`src/rtl/rop_pkg.sv`:
```
// Shared definitions for the ROP logical-op read-modify-write path:
// opcode encodings, channel count and the per-entry control record.
package rop_pkg;

    localparam int ROP_NCH = 4;

    localparam logic [3:0] ROP_CLEAR   = 4'h0;  // 0
    localparam logic [3:0] ROP_AND     = 4'h1;  // s & d
    localparam logic [3:0] ROP_OR      = 4'h2;  // s | d
    localparam logic [3:0] ROP_XOR     = 4'h3;  // s ^ d
    localparam logic [3:0] ROP_NAND    = 4'h4;  // ~(s & d)
    localparam logic [3:0] ROP_NOR     = 4'h5;  // ~(s | d)
    localparam logic [3:0] ROP_EQUIV   = 4'h6;  // ~(s ^ d)
    localparam logic [3:0] ROP_INVERT  = 4'h7;  // ~d
    localparam logic [3:0] ROP_COPY    = 4'h8;  // s
    localparam logic [3:0] ROP_NOOP    = 4'h9;  // d
    localparam logic [3:0] ROP_AND_INV = 4'hA;  // s & ~d
    localparam logic [3:0] ROP_INV_AND = 4'hB;  // ~s & d
    localparam logic [3:0] ROP_SRC_CLR = 4'hC;  // s & ~(s & d)
    localparam logic [3:0] ROP_OR_INV  = 4'hD;  // s | ~d
    localparam logic [3:0] ROP_INV_OR  = 4'hE;  // ~s | d
    localparam logic [3:0] ROP_SET     = 4'hF;  // all ones

    // Control part of an in-flight entry; wide fields live in side arrays
    // because their widths are parameters of the owning module.
    typedef struct packed {
        logic       vld;
        logic       dvld;
        logic [3:0] opcode;
        logic [3:0] mask;
    } rop_ent_ctl_t;

endpackage

```
`src/rtl/rop_logic_func.sv`:
```
// Combinational 16-function logical op with per-channel write mask.
// Unmasked channels pass the destination colour through unchanged.
module rop_logic_func
    import rop_pkg::*;
#(
    parameter int WIDTH = 32
) (
    input  logic [WIDTH-1:0] i_src,
    input  logic [WIDTH-1:0] i_dest,
    input  logic [3:0]       i_opcode,
    input  logic [3:0]       i_mask,
    output logic [WIDTH-1:0] o_result
);

    localparam int CW = WIDTH / ROP_NCH;

    logic [WIDTH-1:0] w_f;

    // Full-word logical function selected by opcode
    always_comb begin
        w_f = '0;
        case (i_opcode)
            ROP_CLEAR:   w_f = '0;
            ROP_AND:     w_f = i_src & i_dest;
            ROP_OR:      w_f = i_src | i_dest;
            ROP_XOR:     w_f = i_src ^ i_dest;
            ROP_NAND:    w_f = ~(i_src & i_dest);
            ROP_NOR:     w_f = ~(i_src | i_dest);
            ROP_EQUIV:   w_f = ~(i_src ^ i_dest);
            ROP_INVERT:  w_f = ~i_dest;
            ROP_COPY:    w_f = i_src;
            ROP_NOOP:    w_f = i_dest;
            ROP_AND_INV: w_f = i_src & ~i_dest;
            ROP_INV_AND: w_f = ~i_src & i_dest;
            ROP_SRC_CLR: w_f = i_src & ~(i_src & i_dest);
            ROP_OR_INV:  w_f = i_src | ~i_dest;
            ROP_INV_OR:  w_f = ~i_src | i_dest;
            ROP_SET:     w_f = '1;
            default:     w_f = '0;
        endcase
    end

    for (genvar c = 0; c < ROP_NCH; c++) begin : g_ch
        assign o_result[c*CW +: CW] = i_mask[c] ? w_f[c*CW +: CW] : i_dest[c*CW +: CW];
    end

endmodule

```
`src/rtl/rop_logic_rmw_ctrl.sv`:
```
// Read-modify-write sequencer for the ROP logical-op path.
// Fragments are accepted together with their cache read, held in a circular
// buffer until the destination returns, then written back in order. Any
// fragment whose address matches a live entry is stalled to keep per-pixel
// RAW order.
// Optional macro ROP_RMW_PERF_EN adds saturating accept / hazard counters.
module rop_logic_rmw_ctrl
    import rop_pkg::*;
#(
    parameter int WIDTH  = 32,
    parameter int ADDR_W = 20,
    parameter int DEPTH  = 4
) (
    input  logic              clk,
    input  logic              rst,
    input  logic              frag_valid,
    output logic              frag_ready,
    input  logic [ADDR_W-1:0] frag_addr,
    input  logic [WIDTH-1:0]  frag_src,
    input  logic [3:0]        frag_opcode,
    input  logic [3:0]        frag_mask,
    output logic              rd_req_valid,
    input  logic              rd_req_ready,
    output logic [ADDR_W-1:0] rd_req_addr,
    input  logic              rd_rsp_valid,
    input  logic [WIDTH-1:0]  rd_rsp_data,
    output logic              wr_valid,
    input  logic              wr_ready,
    output logic [ADDR_W-1:0] wr_addr,
    output logic [WIDTH-1:0]  wr_data,
    output logic              busy
`ifdef ROP_RMW_PERF_EN
    ,
    output logic [31:0]       perf_frag_cnt,
    output logic [31:0]       perf_hazard_cnt
`endif
);

    localparam int              PW       = $clog2(DEPTH);
    localparam logic [PW:0]     CNT_FULL = (PW+1)'(DEPTH);

    rop_ent_ctl_t      r_ent  [DEPTH];
    logic [ADDR_W-1:0] r_addr [DEPTH];
    logic [WIDTH-1:0]  r_src  [DEPTH];
    logic [WIDTH-1:0]  r_dest [DEPTH];

    logic [PW-1:0] r_alloc;
    logic [PW-1:0] r_rsp;
    logic [PW-1:0] r_retire;
    logic [PW:0]   r_count;

    logic w_hazard;
    logic w_any_vld;
    logic w_full;
    logic w_accept;
    logic w_rsp_hit;
    logic w_rsp_ok;
    logic w_wr_valid;
    logic w_retire;

    // Address match against every live entry, including one retiring now
    always_comb begin
        w_hazard  = 1'b0;
        w_any_vld = 1'b0;
        for (int i = 0; i < DEPTH; i++) begin
            if (r_ent[i].vld) begin
                w_any_vld = 1'b1;
                if (r_addr[i] == frag_addr) w_hazard = 1'b1;
            end
        end
    end

    assign w_full       = (r_count == CNT_FULL);
    assign rd_req_valid = frag_valid   & ~w_hazard & ~w_full & ~rst;
    assign frag_ready   = rd_req_ready & ~w_hazard & ~w_full & ~rst;
    assign rd_req_addr  = frag_addr;
    assign w_accept     = frag_valid & frag_ready;

    // A response only counts when the oldest waiting entry has its read out
    assign w_rsp_hit    = r_ent[r_rsp].vld & ~r_ent[r_rsp].dvld;
    assign w_rsp_ok     = rd_rsp_valid & w_rsp_hit & ~rst;

    assign w_wr_valid   = r_ent[r_retire].vld & r_ent[r_retire].dvld & ~rst;
    assign w_retire     = w_wr_valid & wr_ready;
    assign wr_valid     = w_wr_valid;
    assign wr_addr      = r_addr[r_retire];
    assign busy         = w_any_vld & ~rst;

    rop_logic_func #(.WIDTH(WIDTH)) u_func (
        .i_src    (r_src[r_retire]),
        .i_dest   (r_dest[r_retire]),
        .i_opcode (r_ent[r_retire].opcode),
        .i_mask   (r_ent[r_retire].mask),
        .o_result (wr_data)
    );

    // Entry buffer: allocate, fill destination, retire; all may coincide
    always_ff @(posedge clk) begin
        if (rst) begin
            for (int i = 0; i < DEPTH; i++) begin
                r_ent[i].vld  <= 1'b0;
                r_ent[i].dvld <= 1'b0;
            end
            r_alloc  <= '0;
            r_rsp    <= '0;
            r_retire <= '0;
            r_count  <= '0;
        end else begin
            if (w_accept) begin
                r_ent[r_alloc].vld    <= 1'b1;
                r_ent[r_alloc].dvld   <= 1'b0;
                r_ent[r_alloc].opcode <= frag_opcode;
                r_ent[r_alloc].mask   <= frag_mask;
                r_addr[r_alloc]       <= frag_addr;
                r_src[r_alloc]        <= frag_src;
                r_alloc               <= r_alloc + 1'b1;
            end
            if (w_rsp_ok) begin
                r_ent[r_rsp].dvld <= 1'b1;
                r_dest[r_rsp]     <= rd_rsp_data;
                r_rsp             <= r_rsp + 1'b1;
            end
            if (w_retire) begin
                r_ent[r_retire].vld  <= 1'b0;
                r_ent[r_retire].dvld <= 1'b0;
                r_retire             <= r_retire + 1'b1;
            end
            case ({w_accept, w_retire})
                2'b10:   r_count <= r_count + 1'b1;
                2'b01:   r_count <= r_count - 1'b1;
                default: r_count <= r_count;
            endcase
        end
    end

    // Flag a read response that arrives with no read outstanding
    always_ff @(posedge clk) begin
        if (!rst && rd_rsp_valid) assert (w_rsp_hit);
    end

`ifdef ROP_RMW_PERF_EN
    logic [31:0] r_perf_frag;
    logic [31:0] r_perf_hazard;

    // Saturating counts of accepted fragments and hazard-stalled cycles
    always_ff @(posedge clk) begin
        if (rst) begin
            r_perf_frag   <= '0;
            r_perf_hazard <= '0;
        end else begin
            if (w_accept && r_perf_frag != '1)
                r_perf_frag <= r_perf_frag + 1'b1;
            if (frag_valid && w_hazard && r_perf_hazard != '1)
                r_perf_hazard <= r_perf_hazard + 1'b1;
        end
    end

    assign perf_frag_cnt   = r_perf_frag;
    assign perf_hazard_cnt = r_perf_hazard;
`endif

endmodule

```
`config.mk`:
```
export PLATFORM = sky130hd
export DESIGN_NAME = rop_logic_rmw_ctrl
export DESIGN_NICKNAME = d
export VERILOG_FILES = /design/src/rtl/rop_pkg.sv /design/src/rtl/rop_logic_func.sv /design/src/rtl/rop_logic_rmw_ctrl.sv
export SDC_FILE = /design/constraint.sdc
export NUM_CORES = 1
export LEC_CHECK = 0
export CAP_MARGIN = 10
export CORE_MARGIN = 8
export CORE_UTILIZATION = 54
export CTS_CLUSTER_SIZE = 10
export DETAILED_ROUTE_END_ITERATION = 16
export GPL_ROUTABILITY_DRIVEN = 0
export PLACE_DENSITY = 0.78
export SLEW_MARGIN = 5
export SYNTH_ARGS = -nofsm -noshare
export SYNTH_HDL_FRONTEND = slang
export SYNTH_SLANG_ARGS = --single-unit
```
`constraint.sdc`:
```
create_clock -name clk -period 5.1 [get_ports clk]
set_input_delay 0.765 -clock clk [delete_from_list [all_inputs] [get_ports clk]]
set_output_delay 0.765 -clock clk [all_outputs]
set_load 0.02 [all_outputs]
```
==> results.py, run 1 <==
metrics = {
    "worst_setup_path": {
        "crit_path_start_kind": "flip-flop",
        "required_ns": 4.34,
        "slowest_delay_ns": 0.84,
        "crit_chain": "mux4_2, nor2b_1, nand2_2, o211ai_1, a41oi_1, a31oi_1, clkdlybuf4s50_1",
        "path_class": "reg2out",
        "cp-end-kind": "output pin",
        "arrival_ns": 4.22,
        "crit_path_top_delay_cell": "mux4_2",
        "critPathMaxFanout": 25,
    },
    "power_and_ir_drop": {
        "swShare_pct": 23.2,
        "p_int_mw": 5.55,
        "p_leak_nw": 8.56,
        "ir_drop_v": 0.000295,
        "p_seq_share_pct": 49.2,
        "power_frac_clock_pct": 41.7,
        "p_total_mw": 7.22,
        "combPwrFrac_pct": 9.1,
        "netSwitchingPower_mw": 1.67,
        "p_per_area_nw_per_um2": 285,
    },
    "global_route": {
        "grt_overflow": 0,
        "grt_usage_pct": 25.6,
        "antenna_found_initial": 6,
        "grt_pass1_wl_microns": 92600,
        "grt_pass1_vias": 15700,
        "grt_max_degree": 59,
    },
    "placed_design": {
        "place_inst": 2270,
        "place_area_sq_um": 23900,
        "place_ws_ns": 0.738,
        "dp.final_hpwl_microns": 41800,
        "port_buffers": 173,
    },
    "timing": {
        "rsz0062_at_grt": "false",
        "finalHoldViolations": 0,
        "worst_pin_slew_ns": 1.12,
        "slew_headroom_pct": 25.6,
        "drv_slew": 0,
        "setup_violations": 0,
        "fmaxAchievable_ghz": 0.201,
        "period_minus_slack_ns": 4.98,
        "hold_ws_ns": 0.509,
        "setup_tns_ns": 0,
        "finClkSkew_ns": 0.0364,
        "finalCritPeriodShare_pct": 97.7,
        "setup_ws_ns": 0.120,
    },
    "routing": {
        "ant_nets": 0,
        "avgRoutedWirePerCell_microns": 26.1,
        "vias": 15500,
        "drc": 0,
        "firstDrtPassIters": 8,
        "wl_microns": 61200,
        "drtIter0Drc": 2076,
        "via_per_inst": 6.59,
    },
    "layout": {
        "fin_area_sq_um": 25300,
        "drive_gt1_share_pct": 13.9,
        "instances_no_fill": 2347,
        "final_core_util_pct": 63.7,
        "area_growth_pct": 16.6,
        "layout.nets": 2033,
    },
    "yosys": {
        "ys_seq_area_share_pct": 52.9,
        "synth_async_sr_flop_share_pct": 0,
        "synthCells": 1636,
        "avgSynthCellArea_sq_um": 13.3,
        "yosys_warnings": 0,
        "synth_area_sq_um": 21700,
        "synthesis.nets": 1876,
        "synth_edf_count": 368,
        "ys_ff_latch": 389,
        "ys.flop_type": "edfxtp_1",
        "ys_types": 71,
    },
    "clock_tree": {
        "holdBufCountCts": 0,
        "htree_num_levels": 2,
        "clkTransAtPathRegs_ns": 0.05,
        "clockBufferDepth": 3,
        "cts_made_buffers": 46,
        "clkLatencyLatePin_ns": 0.61,
        "cts_tree": "built",
        "cts_setup_buffers": 0,
        "cts_root_buffer": "clkbuf_16",
        "cts_num_sinks": 389,
    },
    "status": {
        "status": "finished, final reports clean",
    },
    "floorplan": {
        "core_sq_um": 39700,
        "start_util_pct": 54.6,
        "die_h_microns": 216,
        "rows": 73,
        "dieArea_sq_um": 46800,
        "io_pins": 174,
        "die_x_microns": 216,
    },
    "run": {
        "maxCapViolations": 0,
    },
    "hold_path": {
        "hold_class": "reg2reg",
    },
}
-- logic make-up after synthesis --
family          share of synthesized area, %
compound gates                          12.3
xor+xnor                                3.39
fa+ha+maj                               8.23
buf+inv                                 4.94
flops                                   52.9
mux                                     11.8
simple gates                            6.46
-- area by class of cell --
type | instances | area [sq um]
diodes | 2 | 5.00
clock buffers | 68 | 1240
clock inverters | 7 | 125
fillers | 2867 | 14400
inverters | 92 | 345
multi-input cells | 1035 | 9220
flip-flops and latches | 389 | 11500
well taps | 525 | 657
repair buffers | 229 | 2220
-- cell usage after synthesis (all sizes together) (18+ instances only) --
| master | number | share of area, % |
|---|---|---|
| a211oi | 21 | 0.73 |
| a21oi | 85 | 2.0 |
| a31oi | 27 | 0.78 |
| buf | 90 | 2.8 |
| clkbuf | 30 | 0.52 |
| dfxtp | 21 | 1.9 |
| edfxtp | 368 | 51 |
| ha | 141 | 8.1 |
| inv | 90 | 1.6 |
| mux2i | 27 | 1.2 |
| mux4 | 95 | 9.9 |
| nand2 | 102 | 1.8 |
| nand3 | 26 | 0.60 |
| nor2 | 69 | 1.2 |
| o211ai | 42 | 1.5 |
| o21ai | 60 | 1.4 |
| o22ai | 31 | 0.89 |
| xnor2 | 66 | 2.7 |
| xor2 | 18 | 0.73 |
-- what timing repair did --
item / CTS / global route
resized for setup: 0 / 4
setup endpoints to repair: 0 / 2
endpoints found under the hold margin: 0 / 0
-- flip-flops by register name (all words and copies together), names as in the netlist, named ones only --
| name | cells |
|---|---|
| r_dest | 128 |
| r_src | 128 |
| r_addr | 80 |
| r_ent | 40 |
| r_count | 3 |
| r_alloc | 2 |
| r_retire | 2 |
| r_rsp | 2 |
-- placed cells by master, fill, tap and decap left out, types with 14 or more instances in the layout --
cell	instances
edfxtp_1	368
clkdlybuf4s50_1	172
ha_1	141
nand2_1	100
mux4_2	95
inv_1	90
a21oi_1	85
xnor2_1	66
nor2_1	62
o21ai_0	57
buf_4	51
clkbuf_16	46
o211ai_1	40
o22ai_1	31
a31oi_1	27
nand3_1	26
mux2i_1	24
a211oi_1	21
clkbuf_1	21
dfxtp_1	19
xor2_1	18
nand4_1	17
a22oi_1	17
o221ai_1	17
nor2b_1	14
-- worst paths after layout --
path                                         startpoint                 endpoint  slack, ns  depth (start not counted)
worst max-delay path                          flip-flop              wr_data[26]       0.12                          7
worst min-delay path            r_count[2]$_SDFFE_PP0P_  r_count[2]$_SDFFE_PP0P_       0.51                          2
worst max register to register                flip-flop  r_count[2]$_SDFFE_PP0P_       1.88                         11
worst min register to register  r_count[2]$_SDFFE_PP0P_  r_count[2]$_SDFFE_PP0P_       0.51                          2
-- power by group through the flow --
| stage | Sequential (mW) | Combinational [mW] | Clock (mW) |
|---|---|---|---|
| after floorplan | 3.62 | 0.354 | 0 |
| after detailed placement | 3.62 | 0.641 | 0 |
| after CTS | 3.55 | 0.646 | 3.05 |
| after global routing | 3.55 | 0.698 | 3.18 |
| after global placement | 3.61 | 0.626 | 0 |
| final | 3.55 | 0.657 | 3.01 |
-- metal layers --
metal | vias up | wire [microns] | GRT usage (%) | share of wire (%)
met1 | 7593 | 22800 | 31.6 | 37
met3 | 235 | 6260 | 6.46 | 10
met5 | - | 39 | 0 | 0.064
met4 | 6 | 3280 | 13.0 | 5.4
li1 | 6659 | - | - | -
met2 | 973 | 28700 | 41.4 | 47
-- critical path, delay by kind of cell (launching register included) --
family | cells | cell delay, ns
AO/OA/AOI/OAI | 3 | 0.83
AND/OR/NAND/NOR | 2 | 0.68
flip-flops | 1 | 0.51
multiplexers | 1 | 0.84
buffers and inverters | 1 | 0.71
No activity file was read; power rests on OpenSTA's default activity.
==> inputs of run 2 (changes only) <==
--- a/config.mk
+++ b/config.mk
@@ -6,7 +6,7 @@
 export NUM_CORES = 1
 export LEC_CHECK = 0
 export CAP_MARGIN = 10
-export CORE_MARGIN = 8
+export CORE_MARGIN = 2
 export CORE_UTILIZATION = 54
 export CTS_CLUSTER_SIZE = 10
 export DETAILED_ROUTE_END_ITERATION = 16
==> results.py, run 2 (synthesis results as in run 1) <==
metrics = {
    "clock_tree": {
        "cts_num_sinks": 389,
        "holdBufCountCts": 0,
        "cts_made_buffers": 45,
        "clkLatencyLatePin_ns": 0.61,
        "clockBufferDepth": 3,
        "cts_tree": "built",
        "htree_num_levels": 2,
        "cts_root_buffer": "clkbuf_16",
        "clkTransAtPathRegs_ns": 0.05,
    },
    "global_route": {
        "grt_pass1_wl_microns": 89300,
        "grt_usage_pct": 28.4,
        "use_met3_pct": 5.56,
        "grt_pass1_vias": 15300,
        "use_met1_pct": 37.7,
        "antenna_found_initial": 2,
        "use_met2_pct": 44.2,
        "grt_max_degree": 57,
        "grt_overflow": 0,
        "busiest_layer": "met2",
    },
    "worst_setup_path": {
        "path_class": "reg2out",
        "reg2reg_depth": 10,
        "crit_path_start_kind": "flip-flop",
        "worstReg2RegEnd": "r_count[2]$_SDFFE_PP0P_",
        "critPathMaxFanout": 23,
        "arrival_ns": 4.19,
        "required_ns": 4.34,
        "rrSetupSlack_ns": 1.55,
        "cp-end-kind": "output pin",
    },
    "timing": {
        "slew_headroom_pct": 46.1,
        "finClkSkew_ns": 0.0297,
        "rsz0062_at_grt": "false",
        "period_minus_slack_ns": 4.96,
        "worst_pin_slew_ns": 0.800,
        "drv_slew": 0,
        "fmaxAchievable_ghz": 0.202,
        "finalCritPeriodShare_pct": 97.2,
        "finalHoldViolations": 0,
        "setup_tns_ns": 0,
        "setup_violations": 0,
    },
    "layout": {
        "layout_common_cells": "edfxtp_1 (368), clkdlybuf4s50_1 (171), ha_1 (141)",
        "area_growth_pct": 16.4,
        "drive_gt1_share_pct": 13.4,
        "largestRegisters": "r_dest x128, r_src x128, r_addr x80",
        "final_common_cell": "edfxtp_1",
        "nFillCells": 2852,
        "multiInputGateArea_sq_um": 9200,
        "layout.nets": 2029,
        "final-seq-area_sq_um": 11500,
        "final_core_util_pct": 63.5,
    },
    "floorplan": {
        "die_h_microns": 204,
        "io_pins": 174,
        "die_x_microns": 204,
        "dieArea_sq_um": 41800,
        "core_sq_um": 39700,
        "start_util_pct": 54.6,
        "rows": 73,
    },
    "power_and_ir_drop": {
        "p_total_mw": 7.16,
        "combPwrFrac_pct": 9.1,
        "p_leak_nw": 8.55,
        "swShare_pct": 23.1,
        "power_frac_clock_pct": 41.3,
        "netSwitchingPower_mw": 1.66,
        "p_seq_share_pct": 49.6,
        "p_int_mw": 5.51,
        "ir_drop_v": 0.000287,
        "p_per_area_nw_per_um2": 284,
    },
    "routing": {
        "drc": 0,
        "drtIter0Drc": 1770,
        "avgRoutedWirePerCell_microns": 25.3,
        "firstDrtPassIters": 6,
        "vias": 15400,
        "wl_microns": 59100,
        "ant_nets": 0,
        "via_per_inst": 6.58,
    },
    "hold_path": {
        "hold_class": "reg2reg",
        "hold_end": "r_alloc[0]$_SDFFE_PP0P_",
        "hold_depth": 1,
        "hold_start": "r_alloc[0]$_SDFFE_PP0P_",
    },
    "status": {
        "status": "finished, final reports clean",
    },
    "placed_design": {
        "port_buffers": 173,
        "dp.final_hpwl_microns": 39200,
    },
    "run": {
        "maxCapViolations": 0,
    },
}
## run 2: cell types whose count changed in the layout (fill, tap and decap cells not counted), moves of 3 or more
| cell | previous run | this run |
|---|---|---|
| and2_2 | 4 | 0 |
| buf_12 | 4 | 7 |
| and2_1 | 4 | 8 |
| buf_4 | 51 | 44 |
## run 2: cell type report
class | count | area share (%)
sequential | 389 | 45.5
inverter | 92 | 1.37
timing repair buffer | 226 | 8.90
antenna | 2 | 0.0198
clock inverter | 5 | 0.372
clock buffer | 66 | 4.81
multi-input combinational | 1035 | 36.5
tap | 525 | 2.60
## run 2: repair_timing
action / CTS / global route
buffers inserted: 0 / 4
resized for setup: 0 / 6
endpoints found under the setup margin: 0 / 10
## run 2: worst max-delay path: stages, from the launching register on
cell	delay [ns]
dfxtp_4	0.53
mux4_2	0.73
buf_4	0.30
nor2_2	0.42
buf_4	0.28
a21oi_1	0.09
a21oi_1	0.12
o21ai_0	0.09
a31oi_1	0.35
clkdlybuf4s50_1	0.68
## run 2: worst max path at each step
stage | from | endpoint | slack [ns] | cells after the start
floorplan | frag_addr[5] | r_addr[0][0]$_DFFE_PP_ | 0.09 | 8
global placement | flip-flop | wr_data[2] | 0.71 | 10
detailed placement | flip-flop | wr_data[2] | 0.71 | 10
CTS | flip-flop | wr_data[2] | 0.07 | 10
global route | flip-flop | wr_data[19] | 0.002 | 8
finish | flip-flop | wr_data[16] | 0.14 | 9
## run 2: power groups by stage
stage | Combinational [mW] | Sequential, mW | Clock, mW
after CTS | 0.642 | 3.55 | 2.99
after detailed placement | 0.637 | 3.62 | 0
after floorplan | 0.354 | 3.62 | 0
final | 0.655 | 3.55 | 2.96
after global placement | 0.622 | 3.61 | 0
after global routing | 0.696 | 3.55 | 3.12
## run 2: stage by stage
stage	setup slack, ns	area, sq um	hold slack (ns)	cells
after floorplan	0.0868	21700	0.458	1636
after global placement	0.708	23900	0.478	2263
after detailed placement	0.714	23900	0.505	2263
after CTS	0.0741	25200	0.513	2334
after global routing	0.00233	25200	0.547	2340
final	0.143	25200	0.514	2340
## run 2: layer usage
metal  vias up  part of all wire, %
met2       924                   46
met5         -                0.017
met1      7613                   38
li1       6671                    -
met3       194                  9.6
met4         2                  5.4
